[config.mk]
export PLATFORM = sky130hd
export DESIGN_NAME = operand_select_stage
export DESIGN_NICKNAME = d
export VERILOG_FILES = /design/src/rtl/operand_select_stage.sv
export SDC_FILE = /design/constraint.sdc
export NUM_CORES = 1
export LEC_CHECK = 0
export CAP_MARGIN = 10
export CORE_ASPECT_RATIO = 0.6
export CORE_MARGIN = 10
export CORE_UTILIZATION = 40
export DETAILED_ROUTE_END_ITERATION = 16
export GPL_TIMING_DRIVEN = 0
export PLACE_DENSITY = 0.75
export SYNTH_ARGS = -nofsm -noshare
export SYNTH_HDL_FRONTEND = slang
export SYNTH_SLANG_ARGS = --single-unit
export TNS_END_PERCENT = 1
[constraint.sdc]
create_clock -name clk -period 3.7 [get_ports clk]
set_input_delay 0.925 -clock clk [delete_from_list [all_inputs] [get_ports clk]]
set_output_delay 0.925 -clock clk [all_outputs]
set_load 0.005 [all_outputs]
[src/rtl/operand_select_stage.sv]
// operand_select_stage
// Registered N-way operand multiplexer behind a valid/ready stage with a
// 2-entry skid buffer (main register drives the outputs, skid register
// absorbs the one extra beat accepted after the consumer stalls).
//
// Ports:
//   clk          single clock, rising edge
//   resetN       synchronous active-low reset
//   inValid      producer offers a beat on select/inputBus
//   inReady      stage can accept a beat (function of state only)
//   select       source index for the beat
//   inputBus     packed sources, source k at [k*WIDTH +: WIDTH]
//   outValid     chosenValue/selectError hold a beat
//   outReady     consumer accepts the beat
//   chosenValue  selected operand (0 when select was out of range)
//   selectError  beat had select >= NUM_INPUTS
//   beatCount    completed output handshakes, modulo 2^16
module operand_select_stage #(
  parameter int WIDTH      = 16,
  parameter int NUM_INPUTS = 4,
  parameter int SEL_W      = $clog2(NUM_INPUTS)
) (
  input  logic                        clk,
  input  logic                        resetN,
  input  logic                        inValid,
  output logic                        inReady,
  input  logic [SEL_W-1:0]            select,
  input  logic [NUM_INPUTS*WIDTH-1:0] inputBus,
  output logic                        outValid,
  input  logic                        outReady,
  output logic [WIDTH-1:0]            chosenValue,
  output logic                        selectError,
  output logic [15:0]                 beatCount
);

  typedef enum logic [1:0] {
    EMPTY,
    ONE,
    TWO
  } state_t;

  state_t           state;
  logic             out_valid_q;
  logic             in_ready_q;
  logic [WIDTH-1:0] main_data;
  logic             main_err;
  logic [WIDTH-1:0] skid_data;
  logic             skid_err;
  logic [15:0]      count_q;

  logic [WIDTH-1:0] pick_data;
  logic             pick_err;
  logic             accept;
  logic             pop;

  // Out-of-range select falls through the loop: data 0, error flagged.
  always_comb begin
    pick_data = '0;
    pick_err  = 1'b1;
    for (int unsigned k = 0; k < NUM_INPUTS; k++) begin
      if (32'(select) == k) begin
        pick_data = inputBus[k*WIDTH +: WIDTH];
        pick_err  = 1'b0;
      end
    end
  end

  assign accept = inValid && in_ready_q;
  assign pop    = out_valid_q && outReady;

  always_ff @(posedge clk) begin
    if (!resetN) begin
      state       <= EMPTY;
      out_valid_q <= 1'b0;
      in_ready_q  <= 1'b1;
      main_data   <= '0;
      main_err    <= 1'b0;
      skid_data   <= '0;
      skid_err    <= 1'b0;
      count_q     <= '0;
    end else begin
      if (pop) begin
        count_q <= count_q + 16'd1;
      end
      case (state)
        EMPTY: begin
          if (accept) begin
            main_data   <= pick_data;
            main_err    <= pick_err;
            out_valid_q <= 1'b1;
            state       <= ONE;
          end
        end
        ONE: begin
          if (accept && pop) begin
            main_data <= pick_data;
            main_err  <= pick_err;
          end else if (accept) begin
            skid_data  <= pick_data;
            skid_err   <= pick_err;
            in_ready_q <= 1'b0;
            state      <= TWO;
          end else if (pop) begin
            out_valid_q <= 1'b0;
            state       <= EMPTY;
          end
        end
        TWO: begin
          if (pop) begin
            main_data  <= skid_data;
            main_err   <= skid_err;
            in_ready_q <= 1'b1;
            state      <= ONE;
          end
        end
        default: begin
          out_valid_q <= 1'b0;
          in_ready_q  <= 1'b1;
          state       <= EMPTY;
        end
      endcase
    end
  end

  assign inReady     = in_ready_q;
  assign outValid    = out_valid_q;
  assign chosenValue = main_data;
  assign selectError = main_err;
  assign beatCount   = count_q;

endmodule

==> results_dict.tcl <==
set metrics [dict create \
    ys_async_sr_fraction 0 \
    dpl-instance-area_sq_um 3730 \
    grt_pass1_vias 2561 \
    final_layout_size_suffix_gt1_frac 0.0833 \
    p_clk_frac 0.299 \
    r2r_slack_ns 1.81 \
    area_delta_synth_final_pct 47.0 \
    cp.required_ns 3.93 \
    num_antenna_cells 0 \
    p_leak_nw 1.33 \
    tightest_slew_ns 0.595 \
    internal-power_mw 1.02 \
    final_cell_mix "101 x clkdlybuf4s50_1, 76 x nand2_1, 54 x dfxtp_1" \
    instances_no_fill 492 \
    syn_avg_cell_area_sq_um 8.71 \
    cts.clk_slew.worst_paths_ns 0.09 \
    num_io_pins 105 \
    vias_per_cell 5.33 \
    path_max_fanout 10 \
    start_kind "input pin" \
    n_fill_cell 554 \
    synth-main-ff-cell "dfxtp_1" \
    placedCellCount 485 \
    fin_crit_sh 0.699 \
    cts_sinks 54 \
    layout_commonest_cell "clkdlybuf4s50_1" \
    utilization 0.617 \
    ant_nets 0 \
    die_height_um 82.6 \
    rows 22 \
    path_class "in -> reg" \
    hold_depth 2 \
    syn_inst 300 \
    finalWorstSetupSlack_ns 1.11 \
    post_cts_resized 0 \
    fin_crit_ns 2.59 \
    finalMaxSlewViolations 0 \
    min_to "skid_data[0]" \
    ys_warn_count 0 \
    end_kind "flop" \
    num_vias 2622 \
    max-cap-violations 0 \
    drt_iter0_markers 138 \
    die_area_sq_um 10300 \
    cts_buffer_depth 2 \
    status "completed" \
    setup_tns_ns 0 \
    grt_util_all_layers 0.152 \
    ctsHoldBuffers 0 \
    p_total_mw 1.36 \
    timing.fmax_mhz 387 \
    r2r_start "state[0]" \
    vdd_drop_max_uv 173 \
    ys_seq_elements 54 \
    grt_max_degree 16 \
    pwr-share-seq 0.474 \
    min_from "skid_data[0]" \
    die_x_um 124 \
    cts_setup_buffers 0 \
    grt_pass1_wl_mm 12.9 \
    p_comb_frac 0.227 \
    skew_ns 0.00447 \
    wl_per_cell_um 16.2 \
    final_cell_area_sq_um 3840 \
    htreeDepth 2 \
    overflow 0 \
    dr.pass1.iters 4 \
    drc 0 \
    numPortBuffers 101 \
    arrival_ns 2.81 \
    post-dp-hpwl_mm 6.33 \
    slew_headroom 0.603 \
    initial_utilization 0.420 \
    switching_share 0.255 \
    rr_worst_depth 6 \
    hold_viol_final 0 \
    synth.area.top_cells "dfxtp_1 41%, mux4_2 14%, nand2_1 11%" \
    worstSkewPairLatency_ns 0.30 \
    dp_slack_ns 0.837 \
    rsz0062_at_grt "false" \
    finalSetupViolCount 0 \
    core-area_sq_um 6220 \
    clockRootBuffer "clkbuf_8" \
    cts_tree "yes" \
    synth_area_sq_um 2610 \
    p_sw_mw 0.348 \
    synth_cell_type_count 37 \
    gp_congestion 0.799 \
    grt_antenna_before_repair 0 \
    synth.net_count 371 \
    nets 479 \
    cts_made_buffers 5 \
    yosysTopAreaCellShare 0.414 \
    netlist.top_cell.by_area "dfxtp_1" \
    seq_area_frac_synth 0.414 \
    rr_endpoint "chosenValue[1]" \
    synth_edf_count 0 \
    hp-class "reg -> reg" \
    fin_hold_ws_ns 0.460 \
    pwr_density_cell_nw_per_um2 355 \
    wl_mm 7.97 \
]
## sequential cells by signal (all words and copies together), names as in the netlist
register     flops
chosenValue     16
skid_data       16
beatCount       16
state            2
outValid         1
selectError      1
inReady          1
skid_err         1
## critical path: stages
cell and delay [ns]:
clkdlybuf4s50_1 0.59, and4b_1 0.28, a2bb2oi_2 0.26, clkbuf_1 0.40, o21ai_0 0.17, a31oi_1 0.19
## synth_stat cells, types with 2 or more instances
cell type   n
xor2_1      3
buf_1       3
nand3_1     8
o31ai_1     2
xnor2_1     7
a21oi_1    26
nand2_1    76
nand4_1     4
or3_2       2
or4_1       2
nor4_1      2
and3_1      3
buf_2       6
nor3_1      4
inv_1       3
nor2_1     12
o21a_1      2
dfxtp_1    54
or3_1       2
a31oi_1    16
clkbuf_1   13
mux4_2     16
o21ai_0    20
## per-layer routing
metal  global-route usage  up-vias  share of wire
met5                    0        -              0
met4               0.0475        0         0.0095
met2                0.246      109           0.46
li1                     -     1280              -
met3               0.0617        8           0.11
met1                0.184     1225           0.42
## power by group through the flow
stage          Combinational, mW  Sequential [mW]  Clock [mW]
3_5_place_dp               0.313            0.659           0
4_1_cts                    0.314            0.646       0.414
3_3_place_gp               0.307            0.658           0
6_report                   0.310            0.647       0.408
5_1_grt                    0.341            0.653       0.437
2_1_floorplan              0.141            0.658           0
## worst max path at each step
stage | depth (start not counted) | startpoint | end
after floorplan | 5 | select[0] | chosenValue[0]
after global placement | 6 | outReady | chosenValue[3]
after detailed placement | 6 | outReady | chosenValue[1]
after CTS | 6 | outReady | chosenValue[1]
after global routing | 6 | outReady | chosenValue[1]
final | 6 | outReady | chosenValue[1]
## cells by family after synthesis
logic type | after synthesis | share of synthesized area
flops | 54 | 0.414
xor+xnor | 10 | 0.0335
fa+ha+maj | 1 | 0.00479
compound gates | 69 | 0.150
mux | 16 | 0.138
buf+inv | 26 | 0.0402
simple gates | 124 | 0.219
## area by class of cell
class	count	area (sq um)	area share
Clock buffer	6	82.6	0.0215
Sequential cell	54	1080	0.281
Timing Repair Buffer	101	1010	0.263
Inverter	4	15.0	0.00391
Tap cell	84	105	0.0274
Multi-Input combinational cell	220	1430	0.371
Clock inverter	1	30.0	0.00782
Buffer	22	90.1	0.0235
(Power assumes the default switching activity.)
==> RTL edit 1, RTL diff (config.mk and constraints unchanged) <==
`NUM_INPUTS`: 4 -> 8.
--- a/src/rtl/operand_select_stage.sv
+++ b/src/rtl/operand_select_stage.sv
@@ -18,5 +18,5 @@
 module operand_select_stage #(
   parameter int WIDTH      = 16,
-  parameter int NUM_INPUTS = 4,
+  parameter int NUM_INPUTS = 8,
   parameter int SEL_W      = $clog2(NUM_INPUTS)
 ) (
Ports: changed (resized inputBus and select); port bits go from 105 to 170. No check against the original RTL was run, so the function may have changed too.
==> RTL edit 1 against the original RTL <==
Cell area up 47%. Power up 21%. Sequential cell count stayed put. Synthesized cell count grew 50%. Non-clock buffer count up 80. Area after synthesis up 40%. Clock power up 14%. Largest power group unchanged. Wire length increased by 78%. Worst setup slack worse by 0.20 ns. Hold slack improved by 0.015 ns. Critical path type unchanged.
==> RTL edit 1: results (changes against the original RTL) <==
metric;value;unit;change
status;complete, no violations;;
n_diodes;0;;unchanged
clock skew;0.00561;ns;+0.00114 ns
Final Util;0.646;;+0.0281
post_cts resized;0;;unchanged
top cells by count, synth;64 x nand2_1, 54 x dfxtp_1, 49 x o21ai_0;;
asr flop ratio synth;0;;unchanged
later-pin clock latency in the skew report;0.29;ns;
Hold EP;chosenValue[9];;
P_leak;2.15;nW;+62%
Synth Flop Type;dfxtp_1;;
Area after DPL;5480;sq um;+47%
GRT Util Overall;0.200;;+0.0480
GP Congestion;0.901;;+13%
Setup Buffers After CTS;0;;unchanged
fill count;744;;+34%
count of cell types in the netlist;45;;+22%
worst hold start;skid_data[9];;
register area share after synthesis;0.295;;-0.119
Via density;5.58;;+4.8%
Register-to-Register Path Depth;7;;+1
VDD IR max;0.206;mV;+19%
TritonRoute pass-1 iters;5;;+1
CP peak stage delay;0.62;ns;+0.03 ns
Clk pin slew, worst setup/hold paths;0.07;ns;-0.02 ns
Cells after Synth;450;;+50%
post-synthesis net count;586;;+58%
largest net degree at the start of global routing;18;;+2
number of global-route vias before repair;4162;;+63%
Max Slew Vio Count;0;;unchanged
clk root buf;clkbuf_16;;
htree depth;2;;unchanged
DP Wirelength;11600;um;+83%
CTS Buffer Depth;2;;unchanged
initial antenna violation count;0;;unchanged
layout cells sized above 1;0.0768;;-0.00653
RR Startpoint;state[1];;
Port Buf Inserts;167;;+65%
Layout Nets;760;;+59%
Worst-Margin Slew;0.762;ns;+0.166 ns
first-pass GRT wire length;22100;um;+71%
largest cells by area after synthesis;dfxtp_1 29%, mux2i_1 13%, o21ai_0 6.7%, nand2_1 6.5%, and2_1 4.3%;;
P_sw;0.000473;W;+36%
reg2reg setup slack;1.78;ns;-0.03 ns
class of the worst hold path;reg -> reg;;
wire length per cell;19.2;um;+19%
DRT iter0 DRCs;326;;+140%
post-route ant nets;0;;unchanged
Crit Path Max Fanout;10;;unchanged
hold path depth;2;;unchanged
Syn. warnings;0;;unchanged
Slowest-stage cell, CP;nor2_1;;
Crit Reg-Reg Endpoint;chosenValue[3];;
CTS Buf Count;5;;unchanged
Arrival @ worst endpoint;2.97;ns;+0.16 ns
==> RTL edit 1: cell types whose count changed after synthesis, moves of 10 or more <==
cell     before  now
mux4_2       16    2
nand2_1      76   64
mux2i_1       0   46
a22oi_1       0   10
or3b_1        0   10
a21oi_1      26   11
a32oi_1       0   10
o21ai_0      20   49
and2_1        1   25
a22o_1        0   10
or2_2         0   10
==> RTL edit 1: worst max-delay path by stage <==
stage / slack [ns] / from / to
6_report: 0.91 / select[1] / skid_data[1]
5_1_grt: 0.79 / select[1] / skid_data[1]
3_5_place_dp: 0.68 / select[1] / skid_data[1]
3_3_place_gp: 0.73 / select[1] / chosenValue[14]
4_1_cts: 0.98 / select[1] / skid_data[1]
2_1_floorplan: 1.57 / select[2] / chosenValue[10]
==> RTL edit 1: logic make-up (layout without fill, tap and decap cells) <==
family                   count (synthesis)  in the layout  share of synthesized area
AO/OA/AOI/OAI                          120            120                      0.217
XOR/XNOR                                14             14                     0.0334
adder cells (fa/ha/maj)                  1              1                    0.00341
buffers and inverters                   36            211                     0.0624
flip-flops                              54             54                      0.295
multiplexers                            48             48                      0.138
AND/OR/NAND/NOR                        177            177                      0.251
==> RTL edit 1: area by class of cell <==
class	count	area share
Multi-Input combinational cell	360	0.419
Timing Repair Buffer	167	0.297
Sequential cell	54	0.192
Buffer	36	0.0407
Tap cell	112	0.0249
Clock buffer	5	0.0222
Clock inverter	3	0.00378
==> RTL edit 1: worst max-delay path: cells and delay by family <==
family                 cells  cell delay, ns
AND/OR/NAND/NOR            3            0.90
AO/OA/AOI/OAI              2            0.48
buffers and inverters      2            0.67
==> RTL edit 1: power by group through the flow <==
| stage | Sequential (W) | Combinational, W | Clock [W] |
|---|---|---|---|
| floorplan | 0.000660 | 0.000240 | 0 |
| global placement | 0.000664 | 0.000514 | 0 |
| detailed placement | 0.000665 | 0.000524 | 0 |
| CTS | 0.000652 | 0.000526 | 0.000469 |
| global route | 0.000657 | 0.000573 | 0.000489 |
| finish | 0.000652 | 0.000529 | 0.000464 |
==> RTL edit 1: layer usage <==
metal  wire, um  GRT usage
met1       6370      0.266
met2       6140      0.320
met3       1580     0.0621
met4         53     0.0220
met5          0          0
==> RTL edit 1: metrics by stage <==
step	hold slack [ns]	worst slack (ns)	total power [W]	instances
floorplan	0.444	1.57	0.000900	450
global placement	0.453	0.730	0.00118	729
detailed placement	0.465	0.684	0.00119	729
CTS	0.477	0.978	0.00165	737
global route	0.500	0.787	0.00172	737
finish	0.476	0.913	0.00165	737
==> RTL edit 2, RTL diff (config.mk and constraints unchanged) <==
Made on the original files. Reset style: asynchronous (`resetN`), changed in one clocked block. Comments in the files are not updated.
--- a/src/rtl/operand_select_stage.sv
+++ b/src/rtl/operand_select_stage.sv
@@ -69,5 +69,5 @@
   assign pop    = out_valid_q && outReady;
 
-  always_ff @(posedge clk) begin
+  always_ff @(posedge clk or negedge resetN) begin
     if (!resetN) begin
       state       <= EMPTY;
Formal check against the unedited RTL: differs if resetN is asserted again (counterexample within 4 cycles, from zero or initial values and one cycle with resetN low); with resetN held inactive, the same outputs for 10 cycles.
==> RTL edit 2 against the original RTL <==
Wire length rose by 15%. Area after synthesis rose by 13%. Power fell by 11%. Sequential share of layout area rose by 3.6 points. Clock power rose by 16%. Sequential cell count did not move. Cell area rose by 11%. Critical endpoint is now state[1]. Worst setup slack improved by 0.14 ns.
==> RTL edit 2: results (changes against the original RTL) <==
metric;value;unit;change
first-pass GRT wire length;14600;um;+14%
Port Buf Inserts;103;;+2.0%
DP Wirelength;7220;um;+14%
RR Startpoint;state[0];;
top cells by count, synth;53 x dfrtp_1, 46 x nand2_1, 34 x o21ai_0;;
VDD IR max;0.182;mV;+5.6%
status;complete, no violations;;
worst setup path startpoint;outReady;;
clock skew;0.0121;ns;+0.00766 ns
Clk pin slew, worst setup/hold paths;0.06;ns;-0.03 ns
largest net degree at the start of global routing;31;;+15
asr flop ratio synth;1.00;;+1.00
post-synthesis net count;374;;+0.81%
largest cells by area after synthesis;dfrtp_1 45%, mux2i_1 11%, mux2_2 6.1%, nand2_1 5.8%, o21ai_0 5.8%;;
register area share after synthesis;0.458;;+0.0441
Setup Buffers After CTS;0;;unchanged
clk root buf;clkbuf_16;;
class of the worst hold path;reg -> reg;;
Layout Nets;485;;+1.3%
TritonRoute pass-1 iters;4;;unchanged
Register-to-Register Path Depth;7;;+1
GRT Util Overall;0.162;;+0.0102
routed via count;2693;;+2.7%
CTS Buffer Depth;2;;unchanged
CTS Buf Count;5;;unchanged
Synth Flop Type;dfrtp_1;;
Area after DPL;4110;sq um;+10%
layout cells sized above 1;0.0843;;+0.00100
Placed Cells;498;;+2.7%
Syn. warnings;0;;unchanged
DRT iter0 DRCs;194;;+41%
worst hold start;selectError;;
Worst Setup EP;state[1];;
hold path depth;1;;-1
number of global-route vias before repair;2943;;+15%
Worst-Margin Slew;0.576;ns;-0.0192 ns
Arrival @ worst endpoint;2.58;ns;-0.23 ns
later-pin clock latency in the skew report;0.29;ns;
Cells after Synth;303;;+1.0%
GP Congestion;0.780;;-2.4%
wire length per cell;18.1;um;+12%
Crit Reg-Reg Endpoint;chosenValue[14];;
Via density;5.32;;-0.13%
post_cts resized;0;;unchanged
count of cell types in the netlist;32;;-14%
fill count;649;;+17%
reg2reg setup slack;1.83;ns;+0.02 ns
P_leak;1.94;nW;+46%
## RTL edit 2: changes by cell type in the layout (fill, tap and decap cells not counted), sizes merged, moves of 14 or more
cell | unedited run | this run
o21ai | 20 | 34
mux2i | 0 | 32
mux2 | 0 | 16
a31oi | 16 | 0
dfrtp | 0 | 53
nand2 | 76 | 46
nand3 | 8 | 25
mux4 | 16 | 0
a21oi | 26 | 3
o221ai | 0 | 16
dfxtp | 54 | 0
## RTL edit 2: layout make-up
type	instances	share of cell area
multi-input combinational	213	0.339
sequential	54	0.317
timing repair buffer	104	0.246
clock buffer	5	0.0294
tap	91	0.0267
buffer	20	0.0229
inverter	16	0.0141
clock inverter	3	0.00499
## RTL edit 2: power by group
group	switching [W]	internal [W]	total, W	leakage (nW)
sequential	0	0.000590	0.000590	0.662
clock	0.000223	0.000251	0.000474	0.0698
combinational	0.0000638	0.0000926	0.000156	1.21
## RTL edit 2: cell families (layout without fill, tap and decap cells)
| group | Yosys count | after routing | synth area share |
|---|---|---|---|
| AND/OR/NAND/NOR | 92 | 92 | 0.146 |
| AO/OA/AOI/OAI | 57 | 57 | 0.125 |
| XOR/XNOR | 15 | 15 | 0.0445 |
| flip-flops | 54 | 54 | 0.458 |
| multiplexers | 48 | 48 | 0.169 |
| adder cells (fa/ha/maj) | 1 | 1 | 0.00423 |
| buffers and inverters | 36 | 148 | 0.0534 |
## RTL edit 2: per-stage QoR
step / setup slack, ns / util / hold slack [ns]
final: 1.26 / 0.591 / 0.479
after floorplan: 1.67 / - / 0.445
after global placement: 0.0421 / 0.569 / 0.462
after global routing: 1.05 / 0.591 / 0.497
after CTS: 1.24 / 0.591 / 0.484
after detailed placement: 0.938 / 0.571 / 0.464
## RTL edit 2: routing by layer
layer / vias up / wire length (um) / part of all wire / track usage
met5: - / 0 / 0 / 0
met4: 0 / 179 / 0.020 / 0.0482
met3: 19 / 1040 / 0.11 / 0.0646
met2: 121 / 3980 / 0.43 / 0.255
met1: 1266 / 3970 / 0.43 / 0.201
li1: 1287 / - / - / -
## RTL edit 2: worst max-delay path, cell delays in order
cell and delay [ns]:
clkdlybuf4s50_1 0.54, nand2_1 0.21, nand3_1 0.31, clkbuf_1 0.43, o21ai_0 0.16
## RTL edit 2: how the worst min path moves through the flow
stage	end	slack (ns)
3_3_place_gp	skid_err	0.46
2_1_floorplan	skid_err	0.45
3_5_place_dp	skid_err	0.46
6_report	selectError	0.48
4_1_cts	skid_err	0.48
5_1_grt	selectError	0.50
